`src/rtl/xgriscv_run_ctrl.sv`:
```
// xgriscv_run_ctrl: holds the core in reset, releases it, then watches its PC for halt, timeout or stuck.
//   clk_i        rising-edge clock
//   rstn_i       synchronous reset, active-high
//   start_i      launch pulse, honoured in IDLE, DONE and FAIL
//   halt_addr_i  address whose arrival ends the program
//   pc_i         PC stream from the core
//   cpu_rstn_o   core reset, active-high
//   running_o    high while the core runs
//   done_o       halt address reached
//   timeout_o    run-cycle budget exhausted
//   stuck_o      PC repeated for STUCK_LIMIT cycles
//   cycle_cnt_o  RUN cycles of the current or last run
//   last_pc_o    PC seen on the most recent RUN cycle
module xgriscv_run_ctrl #(
    parameter int ADDR_SIZE   = 32,
    parameter int CNT_W       = 32,
    parameter int RST_CYCLES  = 4,
    parameter int MAX_CYCLES  = 100000,
    parameter int STUCK_LIMIT = 16
) (
    input  logic                 clk_i,
    input  logic                 rstn_i,
    input  logic                 start_i,
    input  logic [ADDR_SIZE-1:0] halt_addr_i,
    input  logic [ADDR_SIZE-1:0] pc_i,
    output logic                 cpu_rstn_o,
    output logic                 running_o,
    output logic                 done_o,
    output logic                 timeout_o,
    output logic                 stuck_o,
    output logic [CNT_W-1:0]     cycle_cnt_o,
    output logic [ADDR_SIZE-1:0] last_pc_o
);
    localparam int RW = $clog2(RST_CYCLES + 1);
    localparam int SW = $clog2(STUCK_LIMIT + 1);
    typedef enum logic [2:0] {IDLE, RESET, RUN, DONE, FAIL} state_t;
    state_t               state_q;
    logic [RW-1:0]        rst_cnt_q;
    logic [SW-1:0]        stuck_cnt_q, stuck_cnt_d;
    logic [CNT_W-1:0]     cycle_cnt_q, cycle_cnt_d;
    logic [ADDR_SIZE-1:0] last_pc_q;
    logic                 first_q, cpu_rstn_q, running_q, done_q, timeout_q, stuck_q;
    logic                 same_pc, hit_halt, hit_stuck, hit_max;
    // last_pc_q still holds the previous run's PC on the first RUN cycle, so the first cycle never counts as a repeat
    always_comb begin
        cycle_cnt_d = cycle_cnt_q + CNT_W'(1);
        same_pc     = !first_q && pc_i == last_pc_q;
        stuck_cnt_d = same_pc ? stuck_cnt_q + SW'(1) : '0;
        hit_halt    = pc_i == halt_addr_i;
        hit_stuck   = same_pc && 32'(stuck_cnt_d) == STUCK_LIMIT;
        hit_max     = 32'(cycle_cnt_d) == MAX_CYCLES;
    end
    always_ff @(posedge clk_i) begin
        if (rstn_i) begin
            state_q     <= IDLE;
            rst_cnt_q   <= '0;
            stuck_cnt_q <= '0;
            cycle_cnt_q <= '0;
            last_pc_q   <= '0;
            first_q     <= 1'b0;
            cpu_rstn_q  <= 1'b1;
            running_q   <= 1'b0;
            done_q      <= 1'b0;
            timeout_q   <= 1'b0;
            stuck_q     <= 1'b0;
        end else begin
            case (state_q)
                IDLE, DONE, FAIL: begin
                    if (start_i) begin
                        state_q     <= RESET;
                        rst_cnt_q   <= RW'(RST_CYCLES - 1);
                        stuck_cnt_q <= '0;
                        cycle_cnt_q <= '0;
                        cpu_rstn_q  <= 1'b1;
                        done_q      <= 1'b0;
                        timeout_q   <= 1'b0;
                        stuck_q     <= 1'b0;
                    end
                end
                RESET: begin
                    if (rst_cnt_q == '0) begin
                        state_q    <= RUN;
                        first_q    <= 1'b1;
                        cpu_rstn_q <= 1'b0;
                        running_q  <= 1'b1;
                    end else begin
                        rst_cnt_q <= rst_cnt_q - RW'(1);
                    end
                end
                RUN: begin
                    cycle_cnt_q <= cycle_cnt_d;
                    last_pc_q   <= pc_i;
                    stuck_cnt_q <= stuck_cnt_d;
                    first_q     <= 1'b0;
                    if (hit_halt || hit_stuck || hit_max) begin
                        state_q    <= hit_halt ? DONE : FAIL;
                        cpu_rstn_q <= 1'b1;
                        running_q  <= 1'b0;
                        done_q     <= hit_halt;
                        stuck_q    <= !hit_halt && hit_stuck;
                        timeout_q  <= !hit_halt && !hit_stuck;
                    end
                end
                default: state_q <= IDLE;
            endcase
        end
    end
    assign cpu_rstn_o  = cpu_rstn_q;
    assign running_o   = running_q;
    assign done_o      = done_q;
    assign timeout_o   = timeout_q;
    assign stuck_o     = stuck_q;
    assign cycle_cnt_o = cycle_cnt_q;
    assign last_pc_o   = last_pc_q;
endmodule

```
`config.mk`:
```
export PLATFORM = sky130hd
export DESIGN_NAME = xgriscv_run_ctrl
export DESIGN_NICKNAME = d
export VERILOG_FILES = /design/src/rtl/xgriscv_run_ctrl.sv
export SDC_FILE = /design/constraint.sdc
export NUM_CORES = 1
export LEC_CHECK = 0
export ABC_AREA = 1
export BUFFER_PORTS_ARGS = -buffer_cell sky130_fd_sc_hd__buf_2
export CORE_ASPECT_RATIO = 0.6
export CORE_UTILIZATION = 55
export CTS_CLUSTER_SIZE = 8
export DETAILED_ROUTE_END_ITERATION = 8
export PLACE_DENSITY = 0.88
export SLEW_MARGIN = 20
export SYNTH_ARGS = -nofsm -noshare
export SYNTH_HDL_FRONTEND = slang
export SYNTH_SLANG_ARGS = --single-unit
```
`constraint.sdc`:
```
create_clock -name clk_i -period 3.9 [get_ports clk_i]
set_input_delay 0.39 -clock clk_i [delete_from_list [all_inputs] [get_ports clk_i]]
set_output_delay 0.39 -clock clk_i [all_outputs]
set_load 0.01 [all_outputs]
```
==> reports/results.txt <==
# setup viols final - 0
EDFF count, synth - 0
# port buffers - 135
syn nets - 935
Num CTS Buffers - 9
Worst Setup SP - cycle_cnt_o[1]
most frequent cells in the layout - 282 x nand2_1, 135 x buf_2, 107 x nor2_1
Reg2Reg Setup Slack - 1.38 ns
commonest non-fill, non-tap cell in the layout - nand2_1
area share of the largest cell type after synthesis - 30.8%
drt pass-1 iters - 5
Synth Area in XOR/XNOR - 6.32%
mux contribution to synthesized area - 0%
Peak Freq - 0.397 GHz
total gr overflow - 0
Die H - 77.8 µm
Slew Limit Fails - 0
unrepaired setup endpoints after global routing - no
wire per inst - 13.8 µm
dpl cells - 1108
yosys warns - 0
PwrDens - 486 nW/µm²
critical path type - flip-flop to flip-flop
Leak - 3.03 nW
crit path capture - done_o
maximum capacitance violations - 0
largest family of logic cells by synthesized area - simple AND/OR/NAND/NOR gates
sequential-to-total area share from yosys stat - 30.8%
# Post-CTS Setup Buffers - 0
placed cell areas - 6040 µm²
Routed Antenna Nets - 0
hold buffers post-CTS - 0
Syn Std Cell Area - 5260 µm²
flip-flop and latch area - 1620 µm²
Tmin final - 2.52 ns
fillers - 814
non-filler cells, final - 1124
worst slew pin tran - 1.09 ns
clk slew on worst S/H paths - 0.06 ns
top_reg_cell synth - dfxtp_1
drt drc - 0
total wire length - 15500 µm
CTS tree - done
Syn Inst Count - 863
proportion of layout cells with a drive suffix above 1 - 18.5%
io pins - 136
Multi-input gate area - 3190 µm²
Worst EP required - 4.18 ns
number of distinct library cells after synthesis - 33
Setup TNS - 0 ns
critical-path maximum fanout - 7
vias in the first global route - 5012
GPL Wtd Cong - 0.982
post-route cell area - 6400 µm²
Critical R2R Capture - done_o
TritonCTS Sinks - 81
Placeable Area - 9220 µm²
Crit. End Element - flip-flop
post-synth top area cell - dfxtp_1
FFs w/ async S/R, synth - 0%
CTS root buffer - clkbuf_16
GRT Util Overall - 31.6%
Seq cells post-synth - 81
Post-Synth Simple-Gate Area - 40.6%
DR vias/cell - 5.34
R2R Path Start - cycle_cnt_o[1]
# rows - 27
largest net degree at the start of global routing - 50
peak supply drop - 0.284 mV
Skew-Pair Late Insertion Delay - 0.34 ns
initial antenna violation count - 0
worst path arrival time - 2.80 ns
first-pass GRT wire length - 24900 µm
Max clock buf depth - 2
Synth Area in Adders - 1.19%
Layout Nets - 1061
relative slew slack - 27.5%
fin crit share - 64.6%
Die Area - 9980 µm²
Startpoint Class - flip-flop
Hold Fails Final Rpt - 0
Syn Area/Cell - 6.10 µm²
top cells by area, synth - dfxtp_1 31%, nand2_1 20%, nor2_1 7.8%
chip width - 128 µm
Synth-to-Final Area Change - 21.6%
Synth Area in Compound Gates - 12.3%
Detailed Place HPWL - 11500 µm
post-CTS sizing - 0
via count - 5997
Antenna Diode Count - 0
Initial Util - 57.1%
clk_skew - 0.00710 ns
H-tree level count - 3
1st-iter DRT viols - 736
HP Class - primary input to flip-flop
cell depth of the worst flop-to-flop path - 17
status - completed
-- routing by layer --
metal  track usage, %  part of all wire [%]  vias to the layer above
met2             44.6                    40                      317
met3             7.38                    11                       29
met1             47.4                    48                     2671
met4             7.76                   1.2                        0
met5                0                     0                        -
li1                 -                     -                     2980
-- cell type report --
| type | instances | share of cell area (%) |
|---|---|---|
| Multi-Input combinational cell | 661 | 49.9 |
| Timing Repair Buffer | 138 | 10.9 |
| Tap cell | 130 | 2.54 |
| Clock inverter | 6 | 2.03 |
| Sequential cell | 81 | 25.3 |
| Inverter | 98 | 5.75 |
| Clock buffer | 10 | 3.58 |
-- synthesized netlist by cell type (5+ instances only) --
library cell and n:
nand2_1 282, nor2_1 109, inv_1 98, dfxtp_1 81, a21oi_1 74, o21ai_0 44
nand3_1 41, xor2_1 25, clkbuf_1 20, xnor2_1 13, nand3b_1 12, nand4_1 7
nor2_2 6, ha_1 5, nand2_4 5, nor2_4 5, nor3b_1 5
-- registers in the layout, indices dropped and copies added (netlist names) --
| name | cells |
|---|---|
| cycle_cnt_o | 32 |
| last_pc_o | 32 |
| stuck_cnt_q | 5 |
| rst_cnt_q | 3 |
| state_q | 3 |
| cpu_rstn_o | 1 |
| done_o | 1 |
| first_q | 1 |
| running_o | 1 |
| stuck_o | 1 |
| timeout_o | 1 |
-- critical path, cell delays in order (launching register included) --
cell and delay [ns]:
dfxtp_1 0.46, ha_1 0.27, inv_1 0.10, nor2_4 0.21, nand2_4 0.08, nor2_4 0.19, nand2_1 0.08, nand2_1 0.06
nand2_1 0.07, nor2_1 0.14, nand2_1 0.11, nor2_2 0.10, nand3_2 0.11, nand3_2 0.10, nand2_4 0.09, nand3_1 0.09
nand2_1 0.05, nor2_1 0.14
-- power breakdown --
group,internal [W],switching [W],total [W]
sequential,0.000989,0.000132,0.00112
combinational,0.000343,0.000622,0.000965
clock,0.000688,0.000338,0.00103
-- kinds of logic (layout without fill, tap and decap cells) --
| group | count (synthesis) | count (layout) |
|---|---|---|
| AO/OA/AOI/OAI | 127 | 127 |
| adder cells (fa/ha/maj) | 5 | 5 |
| XOR/XNOR | 38 | 38 |
| AND/OR/NAND/NOR | 491 | 491 |
| flip-flops | 81 | 81 |
| buffers and inverters | 121 | 252 |
-- per-stage QoR --
step / utilization (%) / hold WS, ns / total power [W] / setup slack [ns]
final: 69.4 / 0.334 / 0.00311 / 1.38
after global routing: 69.4 / 0.328 / 0.00329 / 1.21
after CTS: 69.4 / 0.331 / 0.00311 / 1.47
after detailed placement: 65.5 / 0.429 / 0.00208 / 1.50
after global placement: 65.5 / 0.442 / 0.00206 / 1.56
after floorplan: - / 0.429 / 0.00174 / 1.81
-- worst min-delay path by stage --
| stage | startpoint | endpoint | slack (ns) | cells past startpoint |
|---|---|---|---|---|
| finish | pc_i[0] | last_pc_o[0] | 0.33 | 3 |
| floorplan | rst_cnt_q[2] | rst_cnt_q[2] | 0.43 | 1 |
| global route | pc_i[0] | last_pc_o[0] | 0.33 | 3 |
| CTS | pc_i[0] | last_pc_o[0] | 0.33 | 3 |
| detailed placement | cpu_rstn_o | cpu_rstn_o | 0.43 | 2 |
| global placement | cpu_rstn_o | cpu_rstn_o | 0.44 | 2 |
Power figures use the tool's default switching activity.
